--- src/rtl/load_store_unit.sv ---
// rtl/load_store_unit.sv - byte-serial load/store unit bridging word requests to an 8-bit memory
module load_store_unit #(
  parameter int width_bytes = 2,
  parameter int addr_width  = 8,
  parameter int timeout     = 15
) (
  input  logic                     clk,
  input  logic                     reset,
  input  logic [addr_width-1:0]    req_addr,
  input  logic [8*width_bytes-1:0] req_wdata,
  input  logic                     req_read,
  input  logic                     req_write,
  output logic                     busy,
  output logic [8*width_bytes-1:0] resp_rdata,
  output logic                     resp_valid,
  output logic                     resp_err,
  output logic [addr_width-1:0]    mem_address,
  output logic [7:0]               mem_wdata,
  input  logic [7:0]               mem_rdata,
  output logic                     mem_read,
  output logic                     mem_write,
  input  logic                     mem_ready_r,
  input  logic                     mem_ready_w
);

  localparam int data_width = 8 * width_bytes;
  localparam int k_width    = (width_bytes > 1) ? $clog2(width_bytes) : 1;
  localparam int cnt_width  = $clog2(timeout + 1);

  typedef enum logic [2:0] {IDLE, ISSUE, WAIT, DONE, ERR} state_t;

  state_t                  state, state_next;
  logic [addr_width-1:0]   base_q, base_d;
  logic [data_width-1:0]   wdata_q, wdata_d;
  logic                    op_write_q, op_write_d;
  logic [k_width-1:0]      k_q, k_d, k_next;
  logic [cnt_width-1:0]    cnt_q, cnt_d;
  logic                    ready_match;

  logic                    busy_d, resp_valid_d, resp_err_d, mem_read_d, mem_write_d;
  logic [data_width-1:0]   resp_rdata_d;
  logic [addr_width-1:0]   mem_address_d;
  logic [7:0]              mem_wdata_d;

  assign k_next      = k_q + 1'b1;
  assign ready_match = op_write_q ? mem_ready_w : mem_ready_r;

  // Next state plus the registered output values belonging to the state being entered,
  // so each strobe/pulse becomes visible in the same cycle as its state.
  always_comb begin
    state_next    = state;
    base_d        = base_q;
    wdata_d       = wdata_q;
    op_write_d    = op_write_q;
    k_d           = k_q;
    cnt_d         = cnt_q;
    busy_d        = 1'b0;
    resp_valid_d  = 1'b0;
    resp_err_d    = 1'b0;
    mem_read_d    = 1'b0;
    mem_write_d   = 1'b0;
    resp_rdata_d  = resp_rdata;
    mem_address_d = mem_address;
    mem_wdata_d   = mem_wdata;

    case (state)
      IDLE: begin
        if (req_write || req_read) begin
          // A store wins when both request lines are high.
          base_d        = req_addr;
          wdata_d       = req_wdata;
          op_write_d    = req_write;
          k_d           = '0;
          mem_address_d = req_addr;
          mem_wdata_d   = req_wdata[7:0];
          mem_write_d   = req_write;
          mem_read_d    = !req_write;
          state_next    = ISSUE;
        end
      end
      ISSUE: begin
        cnt_d      = '0;
        state_next = WAIT;
      end
      WAIT: begin
        if (ready_match) begin
          if (!op_write_q) begin
            resp_rdata_d[8*k_q +: 8] = mem_rdata;
          end
          if (k_q == k_width'(width_bytes - 1)) begin
            resp_valid_d = 1'b1;
            state_next   = DONE;
          end else begin
            k_d           = k_next;
            mem_address_d = base_q + addr_width'(k_next);
            mem_wdata_d   = wdata_q[8*k_next +: 8];
            mem_write_d   = op_write_q;
            mem_read_d    = !op_write_q;
            state_next    = ISSUE;
          end
        end else if (cnt_q == cnt_width'(timeout - 1)) begin
          resp_err_d = 1'b1;
          state_next = ERR;
        end else begin
          cnt_d = cnt_q + 1'b1;
        end
      end
      DONE:    state_next = IDLE;
      ERR:     state_next = IDLE;
      default: state_next = IDLE;
    endcase

    busy_d = (state_next != IDLE);
  end

  // State, transaction context and output registers; reset aborts silently.
  always_ff @(posedge clk) begin
    if (reset) begin
      state       <= IDLE;
      base_q      <= '0;
      wdata_q     <= '0;
      op_write_q  <= 1'b0;
      k_q         <= '0;
      cnt_q       <= '0;
      busy        <= 1'b0;
      resp_valid  <= 1'b0;
      resp_err    <= 1'b0;
      mem_read    <= 1'b0;
      mem_write   <= 1'b0;
      resp_rdata  <= '0;
      mem_address <= '0;
      mem_wdata   <= '0;
    end else begin
      state       <= state_next;
      base_q      <= base_d;
      wdata_q     <= wdata_d;
      op_write_q  <= op_write_d;
      k_q         <= k_d;
      cnt_q       <= cnt_d;
      busy        <= busy_d;
      resp_valid  <= resp_valid_d;
      resp_err    <= resp_err_d;
      mem_read    <= mem_read_d;
      mem_write   <= mem_write_d;
      resp_rdata  <= resp_rdata_d;
      mem_address <= mem_address_d;
      mem_wdata   <= mem_wdata_d;
    end
  end

endmodule
--- config.mk ---
export PLATFORM = sky130hd
export DESIGN_NAME = load_store_unit
export DESIGN_NICKNAME = d
export VERILOG_FILES = /design/src/rtl/load_store_unit.sv
export SDC_FILE = /design/constraint.sdc
export NUM_CORES = 1
export LEC_CHECK = 0
export BUFFER_PORTS_ARGS = -buffer_cell sky130_fd_sc_hd__buf_4
export CAP_MARGIN = 20
export CORE_MARGIN = 2
export CORE_UTILIZATION = 52
export DETAILED_ROUTE_END_ITERATION = 16
export PLACE_DENSITY = 0.76
export SYNTH_ARGS = -nofsm -noshare
export SYNTH_HDL_FRONTEND = slang
export SYNTH_SLANG_ARGS = --single-unit
export TNS_END_PERCENT = 20
--- constraint.sdc ---
create_clock -name clk -period 2 [get_ports clk]
set_clock_uncertainty 0.1 [all_clocks]
set_input_delay 0 -clock clk [delete_from_list [all_inputs] [get_ports clk]]
set_output_delay 0 -clock clk [all_outputs]
set_load 0.05 [all_outputs]
# Word level (Yosys, flattened, before mapping)

Index checks and enable logic that the tools add are counted.

Register bits after elaboration: 70
Input bits: 38
Output and inout port bits: 37
Logic and storage cells: 78

Add/subtract/negate cells: 4
Equality and inequality tests: 8
Shift operators: 3
Muxes and demuxes: 32
Bitwise operators: 3
Reductions and logical operators: 14

Operator list:

| kind                                                                     | number |
|---|---|
| 8-bit 2-to-1 mux                                                         | 6 |
| 4-bit negation with 34-bit output                                        | 1 |
| 8-bit by 34-bit variable shift with 16-bit output (first input constant) | 1 |
| 8-bit by 34-bit variable part select with 16-bit output                  | 1 |
| 8-bit one-hot mux with 2 select lines                                    | 2 |
| 16-bit bitwise mux                                                       | 1 |
| 16-bit by 5-bit variable part select with 8-bit output                   | 1 |
| 1-bit 2-to-1 mux                                                         | 12 |
| 2-bit != test (second input constant)                                    | 5 |
| 3-bit 2-to-1 mux                                                         | 3 |
| 3-bit one-hot mux with 3 select lines                                    | 1 |
| 3-bit AND reduction                                                      | 3 |
| 8-bit by 1-bit adder with 8-bit output                                   | 1 |
| 4-bit 2-to-1 mux                                                         | 2 |
| 4-bit one-hot mux with 2 select lines                                    | 1 |
| 1-bit one-hot mux with 2 select lines                                    | 3 |
| 3-bit OR reduction                                                       | 2 |
| 4-bit by 1-bit adder with 4-bit output (second input constant)           | 1 |
| 4-bit equality test (second input constant)                              | 1 |
| 4-bit AND reduction                                                      | 1 |
| 2-bit nonzero test                                                       | 2 |
| 3-bit by 1-bit equality test with 1-bit output (second input constant)   | 1 |
| 3-bit by 2-bit equality test with 1-bit output (second input constant)   | 1 |
| 3-bit logical NOT                                                        | 1 |
| other kinds (7)                                                          | 10 |

# Longest topological paths before layout

Gate-level depths: netlist (run 1).

Word-level depth: 5
Depth in mapped cells: 7
Depth with buffers taken out: 7

# Least setup slack after synthesis (run 1)

Ideal clock, no wire load.

Path type: register to register
From: register state[0]
To: register resp_rdata[6]
Arrival: 1.587 ns
Data required time: 1.772 ns
Setup slack: 0.185 ns
Stages on the path, launching flop included: 8
Buffers on the path: 3
Period minus slack after synthesis: 1.815 ns
Path through: dfxtp_1 > buf_2 > or3b_1 > buf_2 > nor4b_4 > buf_6 > mux2i_1 > nor2_1

Cells in the longest elaborated chain, start to end: 2

Ends and longest elaborated chain:

| item                                           | RTL line | RTL |
|---|---|---|
| from (decl)                                    | 32       | `state_t state, state_next;` |
| from (signal assigned)                         | 134      | `state <= state_next;` |
| 3-bit by 2-bit equality test with 1-bit output | 66       | `case (state)` |
| 3-bit AND reduction (no source line)           | --       |  |
| to (signal assigned)                           | 145      | `resp_rdata <= resp_rdata_d;` |
| to (decl)                                      | 14       | `output logic [8*width_bytes-1:0] resp_rdata,` |

No other way between the ends.
A chain may end at the register's enable or synchronous reset.

# Worst setup path in the final report (run 1)

From: register state[1]
To: register op_write_q

Cells in the longest elaborated chain, start to end: 2

Ends and longest elaborated chain:

| item                                 | RTL line | RTL |
|---|---|---|
| 3-bit logical NOT                    | 66       |  |
| 2-bit AND reduction (no source line) | --       |  |
| to (signal assigned)                 | 137      | `op_write_q <= op_write_d;` |
| to (decl)                            | 35       | `logic op_write_q, op_write_d;` |

No other way between the ends.

==> reports/results.ini, run 1 <==
[drt]
wl_mm = 7.61
drc = 0
via_per_inst = 5.36
routedWlPerCell_um = 14.2
num_vias = 2869
firstDrtPassIters = 4
ant_nets = 0
drtIter0Drc = 194

[worst_setup_path]
crit_path_start_kind = flip-flop
crit_type = flip-flop to flip-flop
cp_max_fo = 9
crit_family = buffers and inverters
cp_num_cells = 6
path_buf_inv = 2
max_stage_delay_ns = 0.58
required_ns = 2.11
path_cells = buf_4, nor3_4, nand2_1, a22oi_1, dlygate4sd3_1, nor2_1
crit_path_end_kind = flip-flop
cp_data_arrival_time_ns = 1.97
worst-r2r-cell-count = 6
worst_path_max_delay_cell = dlygate4sd3_1

[power]
finalPower_mw = 3.58
p_per_area_mw_per_mm2 = 846
power_leakage_nw = 1.78
irDropWorstVdd_uv = 597

[sta]
worst_pin_slew_ns = 0.687
hold_viol = 0
period_minus_slack_ns = 1.86
rsz0062_at_grt = false
max_freq_mhz = 537
tns_ns = 0
fin_hold_ws_ns = 0.0637
setup_viol = 0
slew_headroom_pct = 54.2
slew_viol_final = 0
finalCritPeriodShare_pct = 93.1

[yosys]
netlist.area_leader.share_pct = 47.3
synth_fp_nets = 383
synth_ff_type = dfxtp_1
async_reset_ff_share_pct = 0
synth_common_cells = nand2_1 (82), dfxtp_1 (70), a21oi_1 (40)
synth_warnings = 0
ys_seq_area_share_pct = 47.3
syn_inst = 341
yosysTopAreaCell = dfxtp_1
yosys-top-cells-area = dfxtp_1 (47%), nand2_1 (10%), mux2i_1 (8.4%)
ys_ff_latch = 70
ys_types = 46
synth_area_mm2 = 0.00297
synth.avg_cell_area_um2 = 8.70
synth_edf_count = 0
synth_most_common_cell = nand2_1

[floorplanning]
start_util_pct = 53.9
io_pins = 75
die_h_um = 79.5
die-area_mm2 = 0.00632
core_mm2 = 0.00551
die_w_um = 79.5
num_rows = 27

[placement]
dpl_cell_area_mm2 = 0.00365
globalplace.congestion = 0.858
port_buffers = 74
hpwl_mm = 4.74

[grt]
gr-total-overflow = 0
antenna_found_initial = 0
grt_pass1_wl_mm = 12.4
grt.total_usage_pct = 25.2
grt_pass1_vias = 2601
grt_max_degree = 67

[cells_and_area]
layout-drive-gt1-share_pct = 25.3
area_delta_synth_final_pct = 42.7
fin_nets = 500
final_area_mm2 = 0.00423
n_antenna_cell = 0

[clock_tree]
clk_latency_ns = 0.35
cts_inserted_buffers = 9
cts_tree = done
clkTransAtPathRegs_ns = 0.08
htreeDepth = 3
cts-root-buf = clkbuf_8
clockBufferDepth = 2
cts_sinks = 70

[flow_run]
drv_cap = 0

[min_path]
worstHoldPathType = input pin to flip-flop
hold_depth = 2

[status]
run_status = finished, final reports clean

## cells in the final DEF, fill, tap and decap left out, types with 2 or more instances in the layout
| master | n |
|---|---|
| ha_1 | 4 |
| dlygate4sd3_1 | 37 |
| buf_12 | 2 |
| nand4_1 | 2 |
| inv_1 | 3 |
| nand2_1 | 82 |
| a311oi_1 | 3 |
| nand3_1 | 8 |
| nor2_1 | 26 |
| or3_1 | 2 |
| mux2i_1 | 25 |
| a21oi_1 | 40 |
| dfxtp_1 | 70 |
| nor3_1 | 2 |
| a22oi_1 | 2 |
| nor4_1 | 4 |
| a211o_1 | 3 |
| xor2_1 | 4 |
| buf_4 | 89 |
| nor2b_1 | 2 |
| and3_1 | 2 |
| clkinvlp_4 | 5 |
| mux2_2 | 2 |
| clkbuf_8 | 10 |
| o211ai_1 | 9 |
## area by class of cell
class	instances	area, um2
tap	72	90.1
clock inverter	6	46.3
sequential	70	1400
multi-input combinational	245	1460
clock buffer	10	138
fill	391	1270
timing repair buffer	129	1090
inverter	3	11.3
## stage by stage
| stage | utilization, % | worst slack, ns | cells |
|---|---|---|---|
| after detailed placement | 66.3 | 0.166 | 480 |
| after CTS | 76.4 | 0.0461 | 533 |
| after global routing | 76.9 | 0.0189 | 535 |
| final | 76.9 | 0.137 | 535 |
| after global placement | 66.3 | 0.244 | 480 |
| after floorplan | - | 0.185 | 341 |
## state kept, by name, indices dropped and copies added (netlist names)
register and count:
mem_wdata 8, resp_err 1, op_write_q 1, wdata_q 16
state 3, mem_write 1, k_q 1, mem_read 1
resp_valid 1, cnt_q 4, busy 1, mem_address 8
resp_rdata 16, base_q 8
## path summary, 6_finish.rpt
check / startpoint / end / slack, ns
hold reg to reg: mem_wdata[5] / mem_wdata[5] / 0.35
setup reg to reg: state[1] / op_write_q / 0.14
hold / removal: reset / cnt_q[1] / 0.06
setup / recovery: state[1] / op_write_q / 0.14
## per-layer routing
metal  wire length (um)  vias up  GRT usage (%)  share of wire [%]
met5                  0        -              0                  0
met4                 76        0           7.59                1.0
met3                301        8           7.01                4.0
met2               3900       72           43.9                 51
met1               3330     1367           30.2                 44
li1                   -     1422              -                  -
## worst register-to-register path, delay by kind of cell, from the launching register on
| family | cells | cell delay, ns |
|---|---|---|
| flip-flops | 1 | 0.33 |
| AND/OR/NAND/NOR | 3 | 0.40 |
| buffers and inverters | 2 | 0.76 |
| AO/OA/AOI/OAI | 1 | 0.13 |
## power breakdown
group | internal, mW | switching [mW] | leakage, nW
logic | 0.391 | 0.559 | 1.13
clock network | 0.487 | 0.563 | 0.0772
registers | 1.51 | 0.0745 | 0.573
total | 2.39 | 1.20 | 1.78
## repair_timing
item,in CTS,in global routing
buffers inserted,0,2
endpoints found under the hold margin,60,0
hold buffers,37,0
gates resized for setup,0,2
endpoints found under the setup margin,0,1
## logic make-up after synthesis
kind of cell    Yosys count  synth area share, %
simple gates            142                 21.9
compound gates           67                 14.4
xor+xnor                  5                 1.48
flops                    70                 47.3
mux                      27                 9.20
buf+inv                  26                 4.05
fa+ha+maj                 4                 1.69
No activity file was read; power rests on OpenSTA's default activity.
==> run 2: changes to the inputs <==
==> config.mk (replaced) <==
export PLATFORM = sky130hd
export DESIGN_NAME = load_store_unit
export DESIGN_NICKNAME = d
export VERILOG_FILES = /design/src/rtl/load_store_unit.sv
export SDC_FILE = /design/constraint.sdc
export NUM_CORES = 1
export LEC_CHECK = 0
export CAP_MARGIN = 20
export CORE_MARGIN = 2
export CORE_UTILIZATION = 62
export DETAILED_ROUTE_END_ITERATION = 16
export DONT_BUFFER_PORTS = 1
export PLACE_DENSITY_LB_ADDON = 0.3
export SYNTH_ARGS = -nofsm -noshare
export SYNTH_HDL_FRONTEND = slang
export SYNTH_SLANG_ARGS = --single-unit
export TNS_END_PERCENT = 20
==> reports/results.ini, run 2 (synthesized netlist as in run 1, its figures left out) <==
[worst_setup_path]
crit_type = flip-flop to flip-flop
cp_data_arrival_time_ns = 2.06
worstReg2RegStart = k_q
cp_max_fo = 5
required_ns = 2.17
crit_path_end_kind = flip-flop
rrSetupSlack_ns = 0.12
crit_path_start_kind = flip-flop
critPathLaunch = k_q
critPathCapture = mem_address[4]
worst-r2r-cell-count = 7
r2r-end = mem_address[4]

[drt]
num_vias = 2642
routedWlPerCell_um = 17.3
via_per_inst = 5.92
drc = 0
drtIter0Drc = 232
firstDrtPassIters = 4
wl_mm = 7.73
ant_nets = 0

[cells_and_area]
n_antenna_cell = 0
fin_nets = 429
area_delta_synth_final_pct = 24.8
largestRegisters = resp_rdata (16), wdata_q (16)
final_common_cell = nand2_1
layout-drive-gt1-share_pct = 11.7
fillCellCount = 315
layout_common_cells = nand2_1 (82), dfxtp_1 (69), a21oi_1 (40), dlygate4sd3_1 (37), nor2_1 (26)

[sta]
rsz0062_at_grt = false
tns_ns = 0
hold_viol = 0
slew_headroom_pct = 63.0
finalCritPeriodShare_pct = 94.2
max_freq_mhz = 531
slew_viol_final = 0
worst_pin_slew_ns = 0.554
setup_viol = 0
period_minus_slack_ns = 1.88
fin_ws_ns = 0.117

[clock_tree]
htreeDepth = 3
cts_inserted_buffers = 9
clkTransAtPathRegs_ns = 0.07
clk_latency_ns = 0.35
clockBufferDepth = 2
cts_sinks = 70
cts_tree = done
cts-root-buf = clkbuf_8
post-cts-setup-buffer-count = 0

[min_path]
worstHoldPathType = input pin to flip-flop
hold_depth = 4

[grt]
grt_max_degree = 67
grt_pass1_vias = 2622
grt.total_usage_pct = 30.8
antenna_found_initial = 0
gr-total-overflow = 0
grt_pass1_wl_mm = 12.6

[floorplanning]
num_rows = 25
die-area_mm2 = 0.00535
die_h_um = 73.2
die_w_um = 73.2
io_pins = 75
start_util_pct = 63.6
core_mm2 = 0.00466

[status]
run_status = finished, final reports clean

[power]
power_leakage_nw = 1.45
irDropWorstVdd_uv = 819
p_per_area_mw_per_mm2 = 985

[placement]
port_buffers = 0
hpwl_mm = 4.39
globalplace.congestion = 0.838
post-place-ws_ns = 0.138

[flow_run]
drv_cap = 0

==> run 2: worst max-delay path, cell delays in order (launching register included) <==
cell and delay, ns:
dfxtp_1 0.31, inv_1 0.16, ha_1 0.25, ha_1 0.26, nand3_1 0.13, xor2_1 0.16
a211o_1 0.30, a21oi_1 0.14
==> run 2: layout make-up <==
type | instances | area [um2] | share of cell area [%]
multi-input combinational | 245 | 1460 | 39.4
sequential | 70 | 1400 | 37.9
clock buffer | 10 | 128 | 3.45
inverter | 3 | 11.3 | 0.304
timing repair buffer | 58 | 548 | 14.8
clock inverter | 6 | 86.3 | 2.33
tap | 54 | 67.6 | 1.83
==> run 2: timing repair <==
action,CTS,global route
gates resized for setup,0,2
endpoints found under the setup margin,0,27
endpoints found under the hold margin,70,0
hold buffers,38,0
==> run 2: metrics by stage <==
stage / util, % / hold slack (ns) / area (um2) / total power [mW] / cells
final: 79.4 / 0.0742 / 3700 / 3.64 / 446
after global routing: 79.4 / 0.0939 / 3700 / 3.78 / 446
after CTS: 79.2 / 0.0654 / 3690 / 3.62 / 446
after detailed placement: 66.1 / -0.0206 / 3080 / 2.31 / 392
after global placement: 66.1 / -0.0223 / 3080 / 2.29 / 392
after floorplan: - / -0.0151 / 2970 / 2.17 / 341
==> run 2: where the power goes <==
part | leakage (nW) | total, mW | internal (mW) | switching (mW)
sequential | 0.574 | 1.77 | 1.51 | 0.261
combinational | 0.767 | 0.625 | 0.269 | 0.356
clock | 0.106 | 1.25 | 0.700 | 0.548
total | 1.45 | 3.64 | 2.48 | 1.17
==> run 2: routing by layer <==
layer  GRT usage (%)  part of all wire, %
met2            52.5                   51
met5               0                    0
met1            36.5                   41
met3            8.01                  5.9
met4            13.2                  1.8
==> run 2: how the worst min path moves through the flow <==
| stage | start | end | slack (ns) |
|---|---|---|---|
| 2_1_floorplan | reset | state[0] | -0.02 |
| 3_3_place_gp | reset | wdata_q[8] | -0.02 |
| 3_5_place_dp | reset | base_q[1] | -0.02 |
| 4_1_cts | mem_ready_r | resp_rdata[7] | 0.07 |
| 5_1_grt | mem_ready_r | resp_rdata[6] | 0.09 |
| 6_report | mem_ready_r | resp_rdata[6] | 0.07 |
==> run 3: changes to the inputs <==
--- a/config.mk
+++ b/config.mk
@@ -7,7 +7,7 @@
 export LEC_CHECK = 0
 export CAP_MARGIN = 20
 export CORE_MARGIN = 2
-export CORE_UTILIZATION = 62
+export CORE_UTILIZATION = 56
 export DETAILED_ROUTE_END_ITERATION = 16
 export DONT_BUFFER_PORTS = 1
 export PLACE_DENSITY_LB_ADDON = 0.3
==> constraint.sdc (replaced) <==
create_clock -name clk -period 1.6 [get_ports clk]
set_clock_uncertainty 0.1 [all_clocks]
set_input_delay 0 -clock clk [delete_from_list [all_inputs] [get_ports clk]]
set_output_delay 0 -clock clk [all_outputs]
set_load 0.05 [all_outputs]
==> reports/results.ini, run 3 (synthesized netlist as in run 1, its figures left out) <==
[floorplanning]
die_w_um = 76.8
die_h_um = 76.8
die-area_mm2 = 0.00589
start_util_pct = 58.1
core_mm2 = 0.00511
io_pins = 75
num_rows = 26

[placement]
globalplace.congestion = 0.823
post-place-ws_ns = -0.138
port_buffers = 0
hpwl_mm = 4.76

[power]
p_per_area_mw_per_mm2 = 1110
irDropWorstVdd_uv = 811
power_leakage_nw = 1.56

[drt]
ant_nets = 0
drtIter0Drc = 167
wl_mm = 7.09
num_vias = 2646
firstDrtPassIters = 4
via_per_inst = 5.58
drc = 0
routedWlPerCell_um = 15.0

[worst_setup_path]
cp_max_fo = 6
required_ns = 1.72
max_stage_delay_ns = 0.36
path_cells = mux2_4, buf_4, nand3_1, a311oi_2, or3_1
cp_data_arrival_time_ns = 1.80
crit_path_end_kind = flip-flop
crit_type = flip-flop to flip-flop
worst_path_max_delay_cell = dfxtp_2
crit_path_start_kind = flip-flop

[clock_tree]
cts-root-buf = clkbuf_8
htreeDepth = 3
cts-hold-fix-buffers = 4
cts_sinks = 70
clkTransAtPathRegs_ns = 0.07
cts_inserted_buffers = 9
clk_latency_ns = 0.34
cts_tree = done
clockBufferDepth = 2

[sta]
slew_headroom_pct = 67.9
slew_viol_final = 0
fin_ws_ns = -0.0794
worst_pin_slew_ns = 0.482
period_minus_slack_ns = 1.68
hold_viol = 65
finalCritPeriodShare_pct = 105
max_freq_mhz = 595
fin_hold_ws_ns = -0.366
setup_viol = 15
rsz0062_at_grt = true

[cells_and_area]
layout_common_cells = nand2_1 (82), dfxtp_1 (67), buf_4 (58), a21oi_1 (36), nor2_1 (26)
final_core_util_pct = 75.8
area_delta_synth_final_pct = 30.5
fin_nets = 443
final_common_cell = nand2_1
layout-drive-gt1-share_pct = 27.7
largestRegisters = resp_rdata (16), wdata_q (16)
n_antenna_cell = 0

[grt]
grt_pass1_vias = 2554
grt.total_usage_pct = 24.7
grt_max_degree = 67
grtUsageMet3_pct = 5.88
met1_usage_pct = 29.1
antenna_found_initial = 0
met2_usage_pct = 41.9
grt_pass1_wl_mm = 11.6
top_usage_layer = met2
gr-total-overflow = 0

[min_path]
worstHoldPathType = input pin to flip-flop

[status]
run_status = finished, violations left
violations = hold timing, setup timing

[flow_run]
drv_cap = 0

run 3: cell count changes in the layout (fill, tap and decap cells not counted), moves of 4 or more:
cell,delta
a21oi_2,+4
buf_4,+38
a21oi_1,-4
buf_12,+4
nand3_2,+4
buf_6,+6
nand3_1,-4
dlygate4sd3_1,-33
run 3: where the power goes:
| part | leakage [nW] | total [mW] | internal [mW] | switching [mW] |
|---|---|---|---|---|
| Sequential | 0.574 | 2.00 | 1.89 | 0.115 |
| Clock | 0.0821 | 1.19 | 0.583 | 0.604 |
| Combinational | 0.903 | 1.11 | 0.467 | 0.645 |
run 3: final timing paths:
| kind | startpoint | endpoint | slack (ns) | cells past startpoint |
|---|---|---|---|---|
| worst max-delay path | op_write_q | busy | -0.08 | 5 |
| worst min-delay path | reset | base_q[6] | -0.37 | 1 |
| worst max register to register | op_write_q | busy | -0.08 | 5 |
| worst min register to register | mem_address[3] | mem_address[3] | 0.35 | 2 |
run 3: routing by layer:
metal	vias to the layer above	wire, um
li1	1303	-
met1	1271	2970
met2	60	3580
met3	12	414
met4	0	133
met5	-	0
run 3: worst max-delay path: cells and delay by family (launching register included):
kind / cells / cell delay [ns]
DFF: 1 / 0.36
and+or+nand+nor: 2 / 0.45
muxes: 1 / 0.36
AOI/OAI and AO/OA: 1 / 0.13
buffers and inverters: 1 / 0.16
run 3: stage by stage:
stage	cell area, um2	instances	power, mW	setup TNS [ns]	hold slack, ns
3_5_place_dp	3510	455	3.05	-2.06	-0.0189
2_1_floorplan	2990	341	2.72	-3.07	-0.0151
5_1_grt	3870	474	4.50	-2.52	-0.393
6_report	3870	474	4.30	-0.489	-0.366
3_3_place_gp	3510	455	3.03	-1.14	-0.0215
4_1_cts	3780	474	4.29	-0.525	-0.388
run 3: area by class of cell:
type / instances / area [um2]
Multi-Input combinational cell: 245 / 1590
Fill cell: 371 / 1240
Clock buffer: 12 / 145
Timing Repair Buffer: 72 / 623
Sequential cell: 70 / 1410
Tap cell: 70 / 87.6
Inverter: 3 / 11.3
Clock inverter: 2 / 10.0
run 3: repair_timing:
action                                 CTS  global route
pin swaps                                5             7
setup buffers                            1             0
resized for setup                       16            19
setup endpoints to repair               33            47
endpoints found under the hold margin   70            66
